===== src/rtl/alu_share_arbiter.sv =====
// rtl/alu_share_arbiter.sv - round-robin arbiter sharing one registered-result ALU among NUM_REQ requesters
// Optional feature macro: ALU_ARB_DIV0_EN (trap DIV/DIVI by zero without issuing to the ALU).
module alu_share_arbiter #(
  parameter int NUM_REQ = 4,
  parameter int ID_W    = 2,
  parameter int DATA_W  = 32,
  parameter int PC_W    = 32,
  parameter int INSTR_W = 5
) (
  input  logic                       clk,
  input  logic                       reset,
  input  logic [NUM_REQ-1:0]         req_valid,
  output logic [NUM_REQ-1:0]         req_ready,
  input  logic [NUM_REQ*INSTR_W-1:0] req_instr,
  input  logic [NUM_REQ*DATA_W-1:0]  req_op1,
  input  logic [NUM_REQ*DATA_W-1:0]  req_op2,
  input  logic [NUM_REQ*DATA_W-1:0]  req_imm,
  input  logic [NUM_REQ*PC_W-1:0]    req_pc,
  output logic                       alu_enable,
  output logic [INSTR_W-1:0]         alu_instr,
  output logic [DATA_W-1:0]          alu_op1,
  output logic [DATA_W-1:0]          alu_op2,
  output logic [DATA_W-1:0]          alu_imm,
  output logic [PC_W-1:0]            alu_pc,
  input  logic [DATA_W-1:0]          alu_result,
  output logic                       rsp_valid,
  input  logic                       rsp_ready,
  output logic [ID_W-1:0]            rsp_id,
  output logic [DATA_W-1:0]          rsp_data,
  output logic                       rsp_err,
  output logic                       busy
);

  typedef enum logic [1:0] {IDLE, ISSUE, CAPTURE, RESP} state_t;

  state_t              state, state_next;
  logic [ID_W-1:0]     rr_ptr, grant_id, pick_id;
  logic                pick_found;
  logic [INSTR_W-1:0]  pick_instr;
  logic [DATA_W-1:0]   pick_op1, pick_op2, pick_imm;
  logic [PC_W-1:0]     pick_pc;
  logic                pick_div0, trap_div0;

  // First valid requester at or above rr_ptr, wrapping modulo NUM_REQ.
  always_comb begin
    pick_found = 1'b0;
    pick_id    = '0;
    for (int k = 0; k < NUM_REQ; k++) begin
      if (!pick_found && req_valid[(int'(rr_ptr) + k) % NUM_REQ]) begin
        pick_found = 1'b1;
        pick_id    = ID_W'((int'(rr_ptr) + k) % NUM_REQ);
      end
    end
  end

  assign pick_instr = req_instr[int'(pick_id)*INSTR_W +: INSTR_W];
  assign pick_op1   = req_op1[int'(pick_id)*DATA_W +: DATA_W];
  assign pick_op2   = req_op2[int'(pick_id)*DATA_W +: DATA_W];
  assign pick_imm   = req_imm[int'(pick_id)*DATA_W +: DATA_W];
  assign pick_pc    = req_pc[int'(pick_id)*PC_W +: PC_W];

  assign busy = (state != IDLE);

  always_ff @(posedge clk) begin
    if (reset) state <= IDLE;
    else       state <= state_next;
  end

  always_comb begin
    state_next = state;
    case (state)
      IDLE:    if (pick_found) state_next = ISSUE;
      ISSUE:   state_next = CAPTURE;
      CAPTURE: state_next = RESP;
      RESP:    if (rsp_valid && rsp_ready) state_next = IDLE;
      default: state_next = IDLE;
    endcase
  end

  // The alu_* registers double as the capture registers, so they hold between issues.
  always_ff @(posedge clk) begin
    if (reset) begin
      rr_ptr     <= '0;
      grant_id   <= '0;
      req_ready  <= '0;
      alu_enable <= 1'b0;
      alu_instr  <= '0;
      alu_op1    <= '0;
      alu_op2    <= '0;
      alu_imm    <= '0;
      alu_pc     <= '0;
      rsp_valid  <= 1'b0;
      rsp_id     <= '0;
      rsp_data   <= '0;
    end else begin
      req_ready  <= '0;
      alu_enable <= 1'b0;
      case (state)
        IDLE: begin
          if (pick_found) begin
            grant_id   <= pick_id;
            rr_ptr     <= (pick_id == ID_W'(NUM_REQ-1)) ? '0 : pick_id + 1'b1;
            req_ready  <= NUM_REQ'(1) << pick_id;
            alu_enable <= !pick_div0;
            alu_instr  <= pick_instr;
            alu_op1    <= pick_op1;
            alu_op2    <= pick_op2;
            alu_imm    <= pick_imm;
            alu_pc     <= pick_pc;
          end
        end
        CAPTURE: begin
          rsp_valid <= 1'b1;
          rsp_id    <= grant_id;
          rsp_data  <= trap_div0 ? '1 : alu_result;
        end
        RESP: begin
          if (rsp_ready) rsp_valid <= 1'b0;
        end
        default: ;
      endcase
    end
  end

`ifdef ALU_ARB_DIV0_EN
  localparam logic [INSTR_W-1:0] OP_DIV  = INSTR_W'(4);
  localparam logic [INSTR_W-1:0] OP_DIVI = INSTR_W'(5);

  logic div0_q, rsp_err_q;

  assign pick_div0 = ((pick_instr == OP_DIV)  && (pick_op2 == '0)) ||
                     ((pick_instr == OP_DIVI) && (pick_imm == '0));
  assign trap_div0 = div0_q;
  assign rsp_err   = rsp_err_q;

  always_ff @(posedge clk) begin
    if (reset) begin
      div0_q    <= 1'b0;
      rsp_err_q <= 1'b0;
    end else begin
      if (state == IDLE && pick_found) div0_q <= pick_div0;
      if (state == CAPTURE)                         rsp_err_q <= div0_q;
      else if (state == RESP && rsp_valid && rsp_ready) rsp_err_q <= 1'b0;
    end
  end
`else
  assign pick_div0 = 1'b0;
  assign trap_div0 = 1'b0;
  assign rsp_err   = 1'b0;
`endif

endmodule


===== config.mk =====
export PLATFORM = sky130hd
export DESIGN_NAME = alu_share_arbiter
export DESIGN_NICKNAME = d
export VERILOG_FILES = /design/src/rtl/alu_share_arbiter.sv
export SDC_FILE = /design/constraint.sdc
export NUM_CORES = 1
export LEC_CHECK = 0
export BUFFER_PORTS_ARGS = -buffer_cell sky130_fd_sc_hd__buf_2
export CORE_AREA = 5 5 290 292
export CTS_CLUSTER_DIAMETER = 150
export CTS_CLUSTER_SIZE = 28
export DETAILED_ROUTE_END_ITERATION = 6
export DIE_AREA = 0 0 295 297
export GPL_TIMING_DRIVEN = 0
export PLACE_DENSITY = 0.36
export SYNTH_ARGS = -nofsm -noshare
export SYNTH_HDL_FRONTEND = slang
export SYNTH_SLANG_ARGS = --single-unit

===== constraint.sdc =====
create_clock -name clk -period 4 [get_ports clk]
set_input_delay 0.2 -clock clk [delete_from_list [all_inputs] [get_ports clk]]
set_output_delay 0.2 -clock clk [all_outputs]
set_load 0.02 [all_outputs]

==> flow_results.org <==
** Routing
- Average detailed-routed wire length per instance :: 24.36 µm
- Total vias in the final route :: 13810
- DRT antenna net count :: 0
- Using the TritonRoute via totals, the vias-per-cell ratio works out to 4.366.
- After the first detailed-routing iteration, the DRC count stood at 687.
- The routed design has 77090 µm of wire.
- Final routed DRC violation total :: 0
- Before antenna repair, the detailed router went through 5 iterations.

** Synthesis
- Synthesized-area fraction occupied by xor and xnor cells :: 0%
- Netlist cell types :: 43
- The synthesized netlist devotes 40.93% of its cell area to compound gates.
- In this run, synthesis inferred 0 flip-flops with an integrated enable.
- Of all flip-flops after synthesis, the portion carrying an async set or reset was 0%.
- Fraction of the yosys area taken by sequential cells :: 33.52%
- Synthesis produced a netlist whose cell count is 1273.
- Number of nets produced by synthesis :: 1848
- Multiplexer area fraction after synthesis :: 3.184%
- Share of synthesized cell area in full adder, half adder and majority cells :: 0.4682%
- The Yosys step of the flow raised 0 warnings.
- Leading area contributor after synthesis :: dfxtp_1
- Main flop type after synthesis :: dfxtp_1
- Flop and latch count out of synthesis :: 179
- Largest cells by area after synthesis :: dfxtp_1, a221oi_1, a21o_1, a211oi_2, nor2_1
- Area of the mapped netlist :: 0.01069 mm²
- Simple-gate area share of the yosys netlist :: 14.29%
- Of the post-synthesis cell area, the dominant cell type holds 33.52%.
- Post-synthesis average cell area :: 8.398 µm²
- By area, the combinational part of the netlist is dominated by compound AO/OA/AOI/OAI gates.

** Cells and area
- Layout cell share with drive strength beyond 1 :: 45.41%
- Fill cells :: 9259
- Leaving out filler cells and counting taps, the final layout contains 3164.
- Final nets :: 2641
- Final design area excluding fillers :: 0.01672 mm²
- In the layout the commonest cells are buf_2, dfxtp_1, nor2_1, a21o_1, a221oi_1.
- The library cell used most frequently in the layout, excluding fill and tap cells, is buf_2.
- P&R area growth vs syn :: 56.37%

** Power and ir drop
- Leakage power figure :: 7.495 nW
- Sw frac :: 53.09%
- The internal power of the cells totals 6.071 mW.
- Net switching component of the power :: 6.870 mW
- IR Drop Worst-Case VDD :: 0.2572 mV
- The clock network burns 14.0% of the power.
- Sequential power share :: 23.1%
- The design draws 12.94 mW.
- Of the total power, combinational logic draws 62.9%.
- For this design the ratio of total power to cell area is 774.1 mW/mm².

** Placement
- HPWL after DPL :: 63280 µm
- The count of buffers added on input and output ports is 741.
- Count of placed standard cells including taps :: 3084
- Cell area after placement :: 0.01574 mm²
- The congestion estimate from routability-driven global placement came to 0.9232.

** STA
- Slew at the pin closest to its max-slew limit :: 1.321 ns
- Total negative slack for setup checks :: 0 ns
- On the final layout, the worst hold slack is 0.06938 ns.
- Setup repair after global routing left no endpoint under its margin.
- Max Clock Skew :: 0.01507 ns
- The number of pins exceeding their max-slew limit in the final report is 0.
- The worst path uses 76.41% of the clock period.
- The worst path in the final design needs a cycle of 3.057 ns, including I/O delays and setup.
- Max Fclk :: 327.2 MHz
- In this run the tightest slew margin relative to its limit is 11.93%.
- Hold Vio Cnt, Final :: 0
- Setup violations remaining at the end of the flow were counted as 0.

** CTS
- Total setup buffers inserted after CTS :: 0
- TritonCTS clock tree :: built
- Clock tree synthesis found a total of 179 sinks.
- Root Buffer :: clkbuf_16
- Number of buffers added by the clock tree synthesis step :: 17
- Clock insertion delay at the later pin of the skew report :: 0.49 ns
- Clock-pin slew was measured on the worst setup and hold paths at 0.09 ns.
- Post-CTS repair changed the size of 0 cells.
- No sink is reached through more buffers than the 2 on the longest clock path.
- The H-tree was split into 4 levels.

** Critical path
- Register-to-register setup slack :: 0.94 ns
- The most critical setup path has its startpoint at rr_ptr[0].
- Data on the critical path is required at its endpoint by 4.40 ns.
- Kind of launch point of the worst setup path :: flip-flop
- Worst setup path endpoint :: alu_pc[2]
- Of all nets on the critical path, the largest fanout is 11.
- Endpoint kind of the worst setup timing path :: flip-flop
- Data arrival time at the worst-slack endpoint :: 3.46 ns
- The critical path is of the flip-flop to flip-flop type.
- The worst register-to-register path has a depth of 6.
- The endpoint identified for the worst register-to-register timing path is alu_pc[2].
- The startpoint identified for the worst register-to-register timing path is rr_ptr[0].

** Die
- The initial utilization of the core area, before any placement, comes to 13.15%.
- Standard cell core area :: 0.08132 mm²
- Placement Rows :: 105
- During I/O placement, the number of pins put on the boundary was 746.
- Die height :: 297 µm
- The floorplan step set the die width to 295 µm.
- The floorplan step defined a die boundary enclosing 0.08762 mm².

** Global routing
- GRT Util Overall :: 16.69%
- The number of global-route vias before repair was 14660.
- For met3 alone, demand over resource in global routing was 4.733%.
- Busiest metal layer after global routing :: met2
- Total congestion overflow :: 0
- Entering global routing, the biggest net connects 21 pins.
- Met2 demand-to-capacity share in global routing :: 29.18%
- Initial antenna violation count :: 21
- Global routing met1 resource utilization :: 20.14%
- The first global-routing pass estimated 107000 µm of wire.

** Hold path
- In this run the most critical hold path is launched from req_instr[5].
- Path class of the lowest-slack min-delay path :: input port to flip-flop

** Run status
- The flow ran to the end, and the final reports show no timing, DRC or antenna violations.

** Flow run
- Max-cap violations in this run came to 0.
-- worst max-delay path, stage by stage, from the launching register on --
cell and delay, ns:
dfxtp_1 0.58, nor2b_4 0.12, o31ai_4 0.66, buf_2 0.49
buf_2 0.50, a221oi_1 0.33, a211oi_2 0.26
-- logic make-up after synthesis --
logic type	count (synthesis)
adders and majority gates	4
buffers and inverters	165
other	1
DFF	179
muxes	34
AOI/OAI and AO/OA	556
and+or+nand+nor	334
-- power by group through the flow --
| stage | sequential [mW] | clock [mW] | combinational [mW] |
|---|---|---|---|
| 2_1_floorplan | 3.85 | 0 | 4.03 |
| 3_3_place_gp | 3.00 | 0 | 8.22 |
| 3_5_place_dp | 3.01 | 0 | 8.25 |
| 4_1_cts | 2.99 | 1.92 | 8.30 |
| 5_1_grt | 3.08 | 1.97 | 8.86 |
| 6_report | 2.99 | 1.82 | 8.14 |
-- synthesized netlist by cell type (2+ instances only) --
library cell / instances
nor2_1: 178
and2_1: 4
dfxtp_1: 179
a21o_1: 134
a221oi_1: 133
clkbuf_2: 6
a211oi_2: 70
nand2_1: 8
buf_2: 56
nor3_1: 2
o21ai_1: 71
buf_6: 9
nand3_2: 9
inv_1: 6
mux2i_1: 34
buf_4: 12
clkbuf_1: 72
a21oi_1: 7
nand3_1: 124
a211o_1: 2
ha_1: 4
a211oi_1: 66
o21ai_0: 64
buf_1: 4
-- worst min path at each step --
stage / to / slack (ns) / cells past startpoint
floorplan: alu_enable / 0.30 / 1
global placement: rsp_data[0] / 0.44 / 3
detailed placement: rsp_data[24] / 0.44 / 3
CTS: alu_imm[27] / 0.01 / 4
global route: alu_op1[0] / 0.04 / 4
finish: alu_instr[0] / 0.07 / 3
-- per-layer routing --
layer	routed length, µm	up-vias
met5	54	-
met4	1528	8
met3	5653	76
met2	37870	583
met1	31990	6697
li1	-	6449
-- state kept, by name, summed over array words and instances (netlist names) --
| name | count |
|---|---|
| rsp_id | 2 |
| alu_op2 | 32 |
| req_ready | 4 |
| alu_imm | 32 |
| rsp_data | 32 |
| alu_enable | 1 |
| alu_pc | 32 |
| state | 2 |
| grant_id | 2 |
| rsp_valid | 1 |
| rr_ptr | 2 |
| alu_instr | 5 |
| alu_op1 | 32 |
-- layout make-up --
type | count | area (µm²) | share of cell area (%)
multi-input combinational | 929 | 6297 | 37.67
timing repair buffer | 774 | 4039 | 24.16
tap | 1070 | 1339 | 8.009
clock inverter | 15 | 185.2 | 1.108
buffer | 159 | 787.0 | 4.708
antenna | 15 | 37.54 | 0.2246
clock buffer | 17 | 425.4 | 2.545
inverter | 6 | 22.52 | 0.1347
sequential | 179 | 3583 | 21.44
-- timing repair --
item / in CTS / in global routing
hold buffers: 33 / 0
hold endpoints to repair: 33 / 0
endpoints found under the setup margin: 0 / 0
-- stage by stage --
stage                     worst slack (ns)  util (%)
after floorplan                      2.181         -
after global placement              0.7284     19.35
after detailed placement            0.7650     19.35
after CTS                           0.7340     20.51
after global routing                0.7600     20.53
final                               0.9434     20.56
Note: power is estimated with default switching activity, not from simulation.
